<file path="config.mk">
export PLATFORM = sky130hd
export DESIGN_NAME = corevx_lsu
export DESIGN_NICKNAME = d
export VERILOG_FILES = /design/src/rtl/corevx_lsu_pkg.sv /design/src/rtl/corevx_lsu_align.sv /design/src/rtl/corevx_lsu.sv
export SDC_FILE = /design/constraint.sdc
export NUM_CORES = 1
export LEC_CHECK = 0
export CAP_MARGIN = 20
export CELL_PAD_IN_SITES_DETAIL_PLACEMENT = 0
export CELL_PAD_IN_SITES_GLOBAL_PLACEMENT = 2
export CORE_AREA = 4 4 137 113
export CTS_CLUSTER_SIZE = 40
export DETAILED_ROUTE_END_ITERATION = 10
export DIE_AREA = 0 0 141 117
export DONT_BUFFER_PORTS = 1
export GPL_TIMING_DRIVEN = 0
export PLACE_DENSITY_LB_ADDON = 0.05
export SYNTH_ARGS = -nofsm -noshare
export SYNTH_HDL_FRONTEND = slang
export SYNTH_SLANG_ARGS = --single-unit
</file>
<file path="constraint.sdc">
create_clock -name clk -period 2.56 [get_ports clk]
set_input_delay 0.64 -clock clk [delete_from_list [all_inputs] [get_ports clk]]
set_output_delay 0.64 -clock clk [all_outputs]
set_load 0.01 [all_outputs]
</file>
<file path="src/rtl/corevx_lsu_pkg.sv">
// Shared load/store unit definitions: command encodings, cache interface codes,
// exception causes and the LSU state enum. Used by execute and the LSU.
package corevx_lsu_pkg;

    localparam int unsigned LSU_CMD_W    = 2;
    localparam int unsigned FUNCT3_W     = 3;
    localparam int unsigned CACHE_CMD_W  = 4;
    localparam int unsigned CACHE_RESP_W = 4;
    localparam int unsigned CAUSE_W      = 32;

    // Execute-side operation encodings
    localparam logic [LSU_CMD_W-1:0] LSU_CMD_LOAD  = 2'd0;
    localparam logic [LSU_CMD_W-1:0] LSU_CMD_STORE = 2'd1;
    localparam logic [LSU_CMD_W-1:0] LSU_CMD_FLUSH = 2'd2;

    // Data-cache command/response codes
    localparam logic [CACHE_CMD_W-1:0] CACHE_CMD_NONE      = 4'd0;
    localparam logic [CACHE_CMD_W-1:0] CACHE_CMD_LOAD      = 4'd1;
    localparam logic [CACHE_CMD_W-1:0] CACHE_CMD_STORE     = 4'd2;
    localparam logic [CACHE_CMD_W-1:0] CACHE_CMD_FLUSH_ALL = 4'd3;

    localparam logic [CACHE_RESP_W-1:0] CACHE_RESPONSE_NONE        = 4'd0;
    localparam logic [CACHE_RESP_W-1:0] CACHE_RESPONSE_WAIT        = 4'd1;
    localparam logic [CACHE_RESP_W-1:0] CACHE_RESPONSE_DONE        = 4'd2;
    localparam logic [CACHE_RESP_W-1:0] CACHE_RESPONSE_MISSALIGNED = 4'd3;
    localparam logic [CACHE_RESP_W-1:0] CACHE_RESPONSE_ACCESSFAULT = 4'd4;
    localparam logic [CACHE_RESP_W-1:0] CACHE_RESPONSE_PAGEFAULT   = 4'd5;

    // RISC-V mcause exception codes
    localparam logic [CAUSE_W-1:0] EXCEPTION_CODE_LOAD_ADDRESS_MISALIGNED  = 32'd4;
    localparam logic [CAUSE_W-1:0] EXCEPTION_CODE_LOAD_ACCESS_FAULT        = 32'd5;
    localparam logic [CAUSE_W-1:0] EXCEPTION_CODE_STORE_ADDRESS_MISALIGNED = 32'd6;
    localparam logic [CAUSE_W-1:0] EXCEPTION_CODE_STORE_ACCESS_FAULT       = 32'd7;
    localparam logic [CAUSE_W-1:0] EXCEPTION_CODE_LOAD_PAGE_FAULT          = 32'd13;
    localparam logic [CAUSE_W-1:0] EXCEPTION_CODE_STORE_PAGE_FAULT         = 32'd15;

    typedef enum logic [1:0] {
        LSU_IDLE,
        LSU_ISSUE,
        LSU_WAIT,
        LSU_RESP
    } lsu_state_e;

    // Control fields of the latched operation
    typedef struct packed {
        logic [LSU_CMD_W-1:0] cmd;
        logic [FUNCT3_W-1:0]  funct3;
    } lsu_ctrl_t;

    // Map an LSU command onto the cache command it issues
    function automatic logic [CACHE_CMD_W-1:0] lsu_cache_cmd(input logic [LSU_CMD_W-1:0] cmd);
        logic [CACHE_CMD_W-1:0] c;
        case (cmd)
            LSU_CMD_LOAD:  c = CACHE_CMD_LOAD;
            LSU_CMD_STORE: c = CACHE_CMD_STORE;
            default:       c = CACHE_CMD_FLUSH_ALL;
        endcase
        return c;
    endfunction

    // Exception cause for a completed operation; flush reports as a store
    function automatic logic [CAUSE_W-1:0] lsu_cause(input logic is_load,
                                                     input logic [CACHE_RESP_W-1:0] resp);
        logic [CAUSE_W-1:0] c;
        case (resp)
            CACHE_RESPONSE_DONE:
                c = '0;
            CACHE_RESPONSE_MISSALIGNED:
                c = is_load ? EXCEPTION_CODE_LOAD_ADDRESS_MISALIGNED
                            : EXCEPTION_CODE_STORE_ADDRESS_MISALIGNED;
            CACHE_RESPONSE_PAGEFAULT:
                c = is_load ? EXCEPTION_CODE_LOAD_PAGE_FAULT
                            : EXCEPTION_CODE_STORE_PAGE_FAULT;
            default:
                c = is_load ? EXCEPTION_CODE_LOAD_ACCESS_FAULT
                            : EXCEPTION_CODE_STORE_ACCESS_FAULT;
        endcase
        return c;
    endfunction

endpackage

</file>
<file path="src/rtl/corevx_lsu_align.sv">
// Combinational access-size alignment checker (shared with fetch).
module corevx_lsu_align
    import corevx_lsu_pkg::*;
#(
    parameter int unsigned XLEN = 32
) (
    input  logic [1:0] size_i,
    input  logic [2:0] addr_lo_i,
    input  logic       check_en_i,
    output logic       misaligned_c_o
);

    // Natural alignment per size; a doubleword on a 32-bit core is never legal
    always_comb begin
        misaligned_c_o = 1'b0;
        if (check_en_i) begin
            case (size_i)
                2'd0:    misaligned_c_o = 1'b0;
                2'd1:    misaligned_c_o = addr_lo_i[0];
                2'd2:    misaligned_c_o = |addr_lo_i[1:0];
                default: misaligned_c_o = (XLEN == 64) ? (|addr_lo_i) : 1'b1;
            endcase
        end
    end

endmodule

</file>
<file path="src/rtl/corevx_lsu.sv">
// Load/store unit: accepts one operation from execute, checks alignment, runs the
// data-cache command/response handshake and returns a tagged completion.
// Optional watchdog on the cache wait: define COREVX_LSU_TIMEOUT_EN.
module corevx_lsu
    import corevx_lsu_pkg::*;
#(
    parameter int unsigned XLEN           = 32,
    parameter int unsigned ADDR_W         = 32,
    parameter int unsigned TAG_W          = 5,
    parameter int unsigned TIMEOUT_CYCLES = 255
) (
    input  logic                    clk,
    input  logic                    rst,
    input  logic                    req_valid,
    output logic                    req_ready,
    input  logic [LSU_CMD_W-1:0]    req_cmd,
    input  logic [FUNCT3_W-1:0]     req_funct3,
    input  logic [ADDR_W-1:0]       req_addr,
    input  logic [XLEN-1:0]         req_wdata,
    input  logic [TAG_W-1:0]        req_tag,
    input  logic                    kill,
    output logic                    resp_valid,
    output logic [XLEN-1:0]         resp_rdata,
    output logic [TAG_W-1:0]        resp_tag,
    output logic                    resp_exc,
    output logic [CAUSE_W-1:0]      resp_cause,
    input  logic                    c_reset_done,
    output logic [CACHE_CMD_W-1:0]  c_cmd,
    output logic [ADDR_W-1:0]       c_address,
    output logic [FUNCT3_W-1:0]     c_load_type,
    output logic [1:0]              c_store_type,
    output logic [XLEN-1:0]         c_store_data,
    input  logic [CACHE_RESP_W-1:0] c_response,
    input  logic [XLEN-1:0]         c_load_data
);

    lsu_state_e             state_q, state_d;
    lsu_ctrl_t              ctrl_q, ctrl_d;
    logic [ADDR_W-1:0]      addr_q, addr_d;
    logic [XLEN-1:0]        wdata_q, wdata_d;
    logic [TAG_W-1:0]       tag_q, tag_d;
    logic                   killed_q, killed_d;
    logic [CACHE_CMD_W-1:0] c_cmd_q, c_cmd_d;
    logic                   resp_valid_q, resp_valid_d;
    logic                   resp_exc_q, resp_exc_d;
    logic [CAUSE_W-1:0]     resp_cause_q, resp_cause_d;
    logic [XLEN-1:0]        resp_rdata_q, resp_rdata_d;
    logic [TAG_W-1:0]       resp_tag_q, resp_tag_d;

    logic                   accept_c;
    logic                   misaligned_c;
    logic                   finish_c;
    logic                   fin_exc_c;
    logic [CAUSE_W-1:0]     fin_cause_c;
    logic [XLEN-1:0]        fin_rdata_c;
    logic                   op_is_load_c;
    logic                   cache_final_c;

`ifdef COREVX_LSU_TIMEOUT_EN
    localparam int unsigned CNT_W = $clog2(TIMEOUT_CYCLES + 1);
    logic [CNT_W-1:0]       cnt_q, cnt_d;
`endif

    assign req_ready     = (state_q == LSU_IDLE) && c_reset_done && !rst;
    assign accept_c      = req_valid && req_ready;
    assign op_is_load_c  = (ctrl_q.cmd == LSU_CMD_LOAD);
    assign cache_final_c = (c_response != CACHE_RESPONSE_NONE) &&
                           (c_response != CACHE_RESPONSE_WAIT);

    corevx_lsu_align #(
        .XLEN (XLEN)
    ) u_align (
        .size_i         (req_funct3[1:0]),
        .addr_lo_i      (req_addr[2:0]),
        .check_en_i     (req_cmd != LSU_CMD_FLUSH),
        .misaligned_c_o (misaligned_c)
    );

    // Next-state, operation latches and completion result
    always_comb begin
        state_d      = state_q;
        ctrl_d       = ctrl_q;
        addr_d       = addr_q;
        wdata_d      = wdata_q;
        tag_d        = tag_q;
        killed_d     = killed_q;
        c_cmd_d      = CACHE_CMD_NONE;
        resp_valid_d = 1'b0;
        resp_exc_d   = resp_exc_q;
        resp_cause_d = resp_cause_q;
        resp_rdata_d = resp_rdata_q;
        resp_tag_d   = resp_tag_q;
        finish_c     = 1'b0;
        fin_exc_c    = 1'b0;
        fin_cause_c  = '0;
        fin_rdata_c  = '0;
`ifdef COREVX_LSU_TIMEOUT_EN
        cnt_d        = cnt_q;
`endif

        case (state_q)
            LSU_IDLE: begin
                if (accept_c) begin
                    ctrl_d   = '{cmd: req_cmd, funct3: req_funct3};
                    addr_d   = req_addr;
                    wdata_d  = req_wdata;
                    tag_d    = req_tag;
                    killed_d = kill;
                    if (misaligned_c) begin
                        state_d     = LSU_RESP;
                        finish_c    = 1'b1;
                        fin_exc_c   = 1'b1;
                        fin_cause_c = lsu_cause(req_cmd == LSU_CMD_LOAD,
                                                CACHE_RESPONSE_MISSALIGNED);
                    end else begin
                        state_d = LSU_ISSUE;
                        c_cmd_d = lsu_cache_cmd(req_cmd);
                    end
                end
            end
            LSU_ISSUE: begin
                killed_d = killed_q | kill;
                state_d  = LSU_WAIT;
`ifdef COREVX_LSU_TIMEOUT_EN
                cnt_d    = '0;
`endif
            end
            LSU_WAIT: begin
                killed_d = killed_q | kill;
                if (cache_final_c) begin
                    state_d     = LSU_RESP;
                    finish_c    = 1'b1;
                    fin_exc_c   = (c_response != CACHE_RESPONSE_DONE);
                    fin_cause_c = lsu_cause(op_is_load_c, c_response);
                    fin_rdata_c = (op_is_load_c && c_response == CACHE_RESPONSE_DONE)
                                  ? c_load_data : '0;
                end
`ifdef COREVX_LSU_TIMEOUT_EN
                else if (cnt_q == CNT_W'(TIMEOUT_CYCLES)) begin
                    state_d     = LSU_RESP;
                    finish_c    = 1'b1;
                    fin_exc_c   = 1'b1;
                    fin_cause_c = lsu_cause(op_is_load_c, CACHE_RESPONSE_ACCESSFAULT);
                end else begin
                    cnt_d = cnt_q + CNT_W'(1);
                end
`endif
            end
            LSU_RESP: begin
                state_d  = LSU_IDLE;
                killed_d = 1'b0;
            end
            default: begin
                state_d  = LSU_IDLE;
                killed_d = 1'b0;
            end
        endcase

        // Publish the result in the RESP cycle unless the operation was killed
        if (finish_c && !killed_d) begin
            resp_valid_d = 1'b1;
            resp_exc_d   = fin_exc_c;
            resp_cause_d = fin_cause_c;
            resp_rdata_d = fin_rdata_c;
            resp_tag_d   = tag_d;
        end
    end

    // State and output registers with synchronous reset
    always_ff @(posedge clk) begin
        if (rst) begin
            state_q      <= LSU_IDLE;
            ctrl_q       <= '0;
            addr_q       <= '0;
            wdata_q      <= '0;
            tag_q        <= '0;
            killed_q     <= 1'b0;
            c_cmd_q      <= CACHE_CMD_NONE;
            resp_valid_q <= 1'b0;
            resp_exc_q   <= 1'b0;
            resp_cause_q <= '0;
            resp_rdata_q <= '0;
            resp_tag_q   <= '0;
`ifdef COREVX_LSU_TIMEOUT_EN
            cnt_q        <= '0;
`endif
        end else begin
            state_q      <= state_d;
            ctrl_q       <= ctrl_d;
            addr_q       <= addr_d;
            wdata_q      <= wdata_d;
            tag_q        <= tag_d;
            killed_q     <= killed_d;
            c_cmd_q      <= c_cmd_d;
            resp_valid_q <= resp_valid_d;
            resp_exc_q   <= resp_exc_d;
            resp_cause_q <= resp_cause_d;
            resp_rdata_q <= resp_rdata_d;
            resp_tag_q   <= resp_tag_d;
`ifdef COREVX_LSU_TIMEOUT_EN
            cnt_q        <= cnt_d;
`endif
        end
    end

    assign resp_valid   = resp_valid_q;
    assign resp_exc     = resp_exc_q;
    assign resp_cause   = resp_cause_q;
    assign resp_rdata   = resp_rdata_q;
    assign resp_tag     = resp_tag_q;
    assign c_cmd        = c_cmd_q;
    assign c_address    = addr_q;
    assign c_load_type  = ctrl_q.funct3;
    assign c_store_type = ctrl_q.funct3[1:0];
    assign c_store_data = wdata_q;

endmodule
</file>
-- Word-level counts from Yosys, hierarchy flattened
Index checks and enable logic that the tools add are counted.
- eq/ne operators: 14
- muxes and demuxes: 30
- bitwise gates (word level): 3
- reductions and logical operators: 18
- operator list (operator ; number):
    32-bit 2-to-1 mux ; 3
    2-bit 2-to-1 mux ; 7
    4-bit case mux with 3 select lines ; 1
    5-bit 2-to-1 mux ; 2
    4-bit by 2-bit equality test with 1-bit output (second input constant) ; 2
    2-bit zero test ; 4
    2-bit case mux with 4 select lines ; 1
    4-bit case mux with 2 select lines ; 1
    1-bit 2-to-1 mux ; 7
    2-bit by 1-bit equality test with 1-bit output (second input constant) ; 3
    2-bit equality test (second input constant) ; 3
    1-bit logical AND ; 6
    3-bit 2-to-1 mux ; 2
    2-bit != test (second input constant) ; 3
    1-bit case mux with 3 select lines ; 2
    4-bit by 3-bit equality test with 1-bit output (second input constant) ; 1
    4-bit 2-to-1 mux ; 1
    4-bit by 1-bit != test with 1-bit output (second input constant) ; 1
    4-bit by 2-bit != test with 1-bit output (second input constant) ; 1
    1-bit case mux with 2 select lines ; 2
    2-bit case mux with 2 select lines ; 1
    2-bit AND reduction ; 2
    4-bit nonzero test ; 1
    2-bit OR reduction ; 2
    other kinds (4) ; 6
- register bits after elaboration: 152
- bits of input ports: 115
- output and inout bits: 145
- word-level logic and storage cells: 78

-- Logic depth before layout (Yosys ltp)
Gate-level depths: netlist of the first run.
- word-level depth: 9
- gate-level depth with buffers: 9
- gate-level depth less buffers: 7

-- Modules after synthesis
Synthesis of the first run repeated with hierarchy kept, for this count alone.
- cell total of the unflattened synthesis: 522
- area total of the unflattened synthesis: 4812.1 µm²
- modules (own cells, without submodules) (module ; instances ; cells each ; area an instance (µm²) ; sequential area each (µm²)):
    corevx_lsu ; 1 ; 519 ; 4795.8 ; 2442.3
    corevx_lsu_align ; 1 ; 3 ; 16.3 ; 0.0

-- Worst setup path before layout of the first run
No wires, ideal clock.
- kind: input-to-output
- from: input port rst
- to: output port req_ready
- arrival time: 1249 ps
- path slack: 671 ps
- stages on the path: 3
- path buffers: 1
- cells stage by stage: clkbuf_1 inv_1 and3_1
- longest elaborated chain between the ends: 2
- RTL lines (item ; RTL line ; text):
    start: declaration ; corevx_lsu.sv:13 ; input logic rst,
    1-bit zero test ; corevx_lsu.sv:64 ; assign req_ready = (state_q == LSU_IDLE) && c_reset_done && !rst;
    1-bit logical AND ; corevx_lsu.sv:64 ;
    end: declaration ; corevx_lsu.sv:15 ; output logic req_ready,
No other way between the ends.

-- Worst setup path in the final report of the first run
- from: register state_q[0]
- to: register wdata_q[18], in the netlist c_store_data[18]
- longest elaborated chain between the ends: 5
- RTL lines (item ; RTL line ; text):
    start: declaration ; corevx_lsu.sv:37 ; lsu_state_e state_q, state_d;
    start signal: assignment ; corevx_lsu.sv:188 ; state_q <= state_d;
    2-bit zero test (*) ; corevx_lsu.sv:64, corevx_lsu.sv:101 ;
    1-bit logical AND (2 in series) ; corevx_lsu.sv:64 ;
    1-bit logical AND ; corevx_lsu.sv:65 ; assign accept_c = req_valid && req_ready;
    2-bit AND reduction (no line) (*) ; n/a ;
    end signal: assignment ; corevx_lsu.sv:191 ; wdata_q <= wdata_d;
    end: declaration ; corevx_lsu.sv:40 ; logic [XLEN-1:0] wdata_q, wdata_d;
Mark *: on every way between the ends. The rest lies on a longest branch, timed or not.
A chain may end at the register's enable or synchronous reset.

==> impl_metrics.env, run 1 <==
export IMPL_yosysSeqAreaShare_pct=53.1
export IMPL_cp_data_required_time_ps=2900
export IMPL_area_growth_pct=20.2
export IMPL_synth_edf_count=0
export IMPL_rsz0062_at_grt="no"
export IMPL_viasPerCell=4.77
export IMPL_hold_viol_final=0
export IMPL_cts_clk_slew_worst_paths_ps=60
export IMPL_antenna_found_initial=0
export IMPL_clock_skew_ps=6.62
export IMPL_hp_start="req_cmd[0]"
export IMPL_intPower_mw=3.78
export IMPL_grt_pass1_vias=3603
export IMPL_wl_met1_um=5610
export IMPL_min_path_type="primary input to register"
export IMPL_wl_met3_um=1670
export IMPL_rr_startpoint="state_q[0]"
export IMPL_cts_sinks=122
export IMPL_cts_buffer_depth=2
export IMPL_rows=39
export IMPL_final_max_slew_viol_count=0
export IMPL_slowest_delay_ps=510
export IMPL_numCtsBuffers=17
export IMPL_power_frac_comb_pct=12.5
export IMPL_end_kind="register"
export IMPL_num_vias=3691
export IMPL_synth_distinct_cells=34
export IMPL_clock_latency_ps=410
export IMPL_ir_drop_mv=0.449
export IMPL_max_slew_worst_pin_slew_ps=632
export IMPL_synthCells=528
export IMPL_cts_max_level=4
export IMPL_synth_top_cell_area_share_pct=53.1
export IMPL_async_flop_share_pct=0
export IMPL_initial_core_util_pct=32.7
export IMPL_diodes=0
export IMPL_finalCriticalPeriod_ps=2210
export IMPL_postLayoutCoreUtil_pct=39.3
export IMPL_setup_viol_count_final=0
export IMPL_setup_slack_ps=355
export IMPL_pwr_share_clk_pct=45.4
export IMPL_routedWlPerCell_um=17.3
export IMPL_top_layer_used="met4"
export IMPL_worst_setup_path_start_kind="register"
export IMPL_netlist_top_cells_area="dfxtp_1 53%, nand2_1 13%, a21oi_1 8.7%"
export IMPL_coreArea_mm2=0.0141
export IMPL_hold_slack_ps=317
export IMPL_syn_avg_cell_area_um2=8.70
export IMPL_yosysTopAreaCell="dfxtp_1"
export IMPL_fmax_mhz=454
export IMPL_port_buffers=0
export IMPL_post_cts_buffers=0
export IMPL_switching_share_pct=27.1
export IMPL_drive_gt1_share_pct=15.1
export IMPL_cts_root_buffer="clkbuf_16"
export IMPL_crit_start="state_q[0]"
export IMPL_grt_pass1_wl_um=19800
export IMPL_ys_flop_type="dfxtp_1"
export IMPL_drc_errors=0
export IMPL_drtIter0Drc=149
export IMPL_hpwl_um=10400
export IMPL_wl_met2_um=5990
export IMPL_cap_violations=0
export IMPL_ant_nets=0
export IMPL_hold_buffers=0
export IMPL_fin_crit_sh_pct=86.1
export IMPL_dp_slack_ps=304
export IMPL_layout_common_cells="157 x nand2_1, 122 x dfxtp_1, 80 x a21oi_1, 35 x buf_4, 32 x a22o_1"
export IMPL_fin_setup_tns_ps=0
export IMPL_path_cells="inv_1 > ha_1 > nand4b_2 > clkbuf_1 > clkbuf_1 > nand2_1 > a21oi_1"
export IMPL_cts_tree="built"
export IMPL_slew_headroom_pct=57.5
export IMPL_status="completed"
export IMPL_grt_ovfl_total=0
export IMPL_path_common_cell="clkbuf_1"
export IMPL_fin_nets=694
export IMPL_die_y_um=117
export IMPL_cp_slowest_cell="clkbuf_1"
export IMPL_critPathMaxFanout=10
export IMPL_p_leak_nw=2.15
export IMPL_p_per_area_mw_per_mm2=939
export IMPL_die_area_mm2=0.0165
export IMPL_place_congestion=0.782
export IMPL_synth_seq_cells=122
export IMPL_ys_warn_count=0
export IMPL_ctsResizeCount=0
export IMPL_critPathKind="register to register"
export IMPL_seqPwrFrac_pct=42.1
export IMPL_syn_cell_area_mm2=0.00460
export IMPL_switching_power_mw=1.41
export IMPL_die_w_um=141
export IMPL_grt_util_all_layers_pct=15.7
export IMPL_arrival_ps=2540
export IMPL_route_final_wire_length_um=13400
export IMPL_final_common_cell="nand2_1"
export IMPL_grt_max_degree=17
export IMPL_firstDrtPassIters=4
export IMPL_io_pin_count=260
## synthesized netlist by cell type, drive strengths merged, types with 3 or more instances
| cell | instances |
|---|---|
| nand2 | 157 |
| dfxtp | 122 |
| a21oi | 80 |
| buf | 53 |
| a22o | 32 |
| clkbuf | 15 |
| o21ai | 13 |
| nor2 | 11 |
| nor3 | 7 |
| inv | 4 |
| nand3 | 4 |
| a211oi | 3 |
| ha | 3 |
| nor2b | 3 |
## power by group through the flow
stage	Sequential [mW]	Combinational (mW)	Clock, mW
floorplan	2.18	0.515	0
global placement	2.23	0.633	0
detailed placement	2.23	0.648	0
CTS	2.19	0.649	2.42
global route	2.20	0.732	2.52
finish	2.19	0.649	2.35
## critical path: cells and delay by family (launching register included)
kind	cells	cell delay [ps]
AO/OA/AOI/OAI	1	160
AND/OR/NAND/NOR	2	340
flip-flops	1	330
buffers and inverters	3	1000
adder cells (fa/ha/maj)	1	290
## metal layers
metal,GRT usage (%),up-vias
met3,9.46,16
met2,23.5,166
met1,18.7,1690
met4,5.68,0
met5,0,-
li1,-,1819
## sequential cells by signal, indices dropped and copies added (netlist names), 2 cells and up
register and count:
resp_rdata 32, c_load_type 3, tag_q 5, c_cmd 2, c_address 32, resp_cause 4, c_store_data 32, state_q 2
ctrl_q 2, resp_tag 5
## layout make-up
class / instances / area [um2]
clock buffer: 21 / 470
buffer: 68 / 428
inverter: 4 / 15.0
tap: 184 / 230
multi-input combinational: 363 / 1820
fill: 1453 / 8530
clock inverter: 11 / 120
sequential: 122 / 2440
## cells by family (layout without fill, tap and decap cells)
group           after synthesis  after routing  synth area share [%]
compound gates              141            141                  19.1
fa+ha+maj                     3              3                 0.817
buf+inv                      72            104                  9.64
flops                       122            122                  53.1
mux                           1              1                 0.218
other cells                   1             30                0.0816
simple gates                188            188                  17.0
## path summary, 6_finish.rpt
check	slack (ps)	endpoint	depth (start not counted)
worst max-delay path	350	c_store_data[18]	7
worst min-delay path	320	c_cmd[1]	1
worst max register to register	350	c_store_data[18]	7
worst min register to register	460	tag_q[0]	2
## through the flow
step	instance area (um2)	std cells	power, mW
6_report	5530	773	5.19
5_1_grt	5530	773	5.45
4_1_cts	5530	773	5.26
3_5_place_dp	4930	741	2.88
3_3_place_gp	4930	741	2.86
2_1_floorplan	4700	557	2.70
No activity file was read; power rests on OpenSTA's default activity.
==> run 2, diff against run 1 <==
Settings changed: GPL_TIMING_DRIVEN 0 to unset, SETUP_SLACK_MARGIN set to 0.02.
==> run 2 against run 1 <==
Register-to-register slack lost 130 ps. Design area shrank 4.1%. Sequential power is essentially flat. Non-clock buffer count shrank 55. First-iteration DRC count shrank 6.0%. Hold slack lost 5.6 ps. Cell count shrank 7.1%. Flip-flop and latch count is the same. Global-route usage shrank 0.75 points. Power grew 4.6%. Setup slack lost 130 ps.
==> impl_metrics.env, run 2 (same netlist as run 1, synthesis figures left out) <==
export IMPL_area_growth_pct=15.3
export IMPL_cts_tree="built"
export IMPL_routedWlPerCell_um=18.0
export IMPL_io_pin_count=260
export IMPL_num_vias=3493
export IMPL_grt_pass1_vias=3305
export IMPL_clock_latency_ps=410
export IMPL_route_final_wire_length_um=12900
export IMPL_ctsResizeCount=0
export IMPL_hold_viol_final=0
export IMPL_max_slew_worst_pin_slew_ps=576
export IMPL_cp_data_required_time_ps=2890
export IMPL_fin_setup_tns_ps=0
export IMPL_cts_clk_slew_worst_paths_ps=60
export IMPL_final_common_cell="nand2_1"
export IMPL_antenna_found_initial=0
export IMPL_p_per_area_mw_per_mm2=1020
export IMPL_die_y_um=117
export IMPL_p_leak_nw=1.94
export IMPL_setup_viol_count_final=0
export IMPL_diodes=0
export IMPL_drtIter0Drc=140
export IMPL_coreArea_mm2=0.0141
export IMPL_grt_util_all_layers_pct=15.0
export IMPL_grt_pass1_wl_um=18900
export IMPL_ir_drop_mv=0.460
export IMPL_critPathKind="register to register"
export IMPL_fin_crit_sh_pct=91.4
export IMPL_drive_gt1_share_pct=9.55
export IMPL_clock_skew_ps=4.41
export IMPL_placed_cells=686
export IMPL_cap_violations=0
export IMPL_place_congestion=0.765
export IMPL_instances_no_fill=718
export IMPL_status="completed"
export IMPL_die_w_um=141
export IMPL_port_buffers=0
export IMPL_fin_nets=639
export IMPL_finalCriticalPeriod_ps=2340
export IMPL_critPathMaxFanout=52
export IMPL_fmax_mhz=427
export IMPL_slew_headroom_pct=61.6
export IMPL_cts_root_buffer="clkbuf_16"
export IMPL_die_area_mm2=0.0165
export IMPL_firstDrtPassIters=4
export IMPL_rows=39
export IMPL_cts_buffer_depth=2
export IMPL_arrival_ps=2670
export IMPL_cts_max_level=4
export IMPL_hpwl_um=9170
export IMPL_end_kind="register"
export IMPL_viasPerCell=4.86
export IMPL_cts_sinks=122
export IMPL_final_max_slew_viol_count=0
export IMPL_drc_errors=0
export IMPL_post_cts_buffers=0
export IMPL_place_area_mm2=0.00464
export IMPL_grt_ovfl_total=0
export IMPL_hold_buffers=0
export IMPL_grt_max_degree=88
export IMPL_initial_core_util_pct=32.7
export IMPL_layout_common_cells="157 x nand2_1, 122 x dfxtp_1, 80 x a21oi_1, 32 x a22o_1, 30 x conb_1"
export IMPL_rsz0062_at_grt="no"
export IMPL_power_total_mw=5.43
export IMPL_worst_setup_path_start_kind="register"
export IMPL_ant_nets=0
export IMPL_numCtsBuffers=17
export IMPL_postLayoutCellArea_mm2=0.00530
export IMPL_min_path_type="primary input to register"
run 2: worst max-delay path, cell delays in order, from the launching register on:
cell	delay, ps
dfxtp_1	310
inv_1	100
ha_1	320
and4b_2	320
buf_4	480
nand2_1	140
o31a_1	350
a211oi_1	220
run 2: area by class of cell:
class / count / area (um2)
fill: 1463 / 8750
sequential: 122 / 2440
multi-input combinational: 363 / 1840
clock buffer: 18 / 439
tap: 184 / 230
clock inverter: 14 / 219
timing repair buffer: 13 / 118
inverter: 4 / 15.0
run 2: report_power, final:
group / total [mW] / switching (mW) / internal [mW]
Clock: 2.65 / 0.891 / 1.76
Sequential: 2.19 / 0.153 / 2.03
Combinational: 0.592 / 0.375 / 0.216
Total: 5.43 / 1.42 / 4.01
run 2: worst paths after layout:
| kind | from | endpoint | slack (ps) | depth (start not counted) |
|---|---|---|---|---|
| hold reg to reg | tag_q[4] | tag_q[4] | 450 | 2 |
| hold / removal | rst | resp_cause[0] | 310 | 1 |
| setup reg to reg | state_q[0] | resp_cause[1] | 220 | 7 |
| setup / recovery | state_q[0] | resp_cause[1] | 220 | 7 |
run 2: metrics by stage:
stage	setup WS [ps]	hold WS, ps	util [%]
floorplan	671	435	-
global placement	12.8	437	32.8
detailed placement	236	445	33.0
CTS	215	279	37.7
global route	33.1	277	37.7
finish	220	311	37.7
run 2: layer usage:
layer,part of all wire (%),track usage [%],routed length [um],up-vias
met2,44,21.6,5650,168
li1,-,-,-,1707
met5,0,0,0,-
met4,1.7,6.13,221,0
met3,14,9.75,1830,14
met1,40,17.7,5240,1604
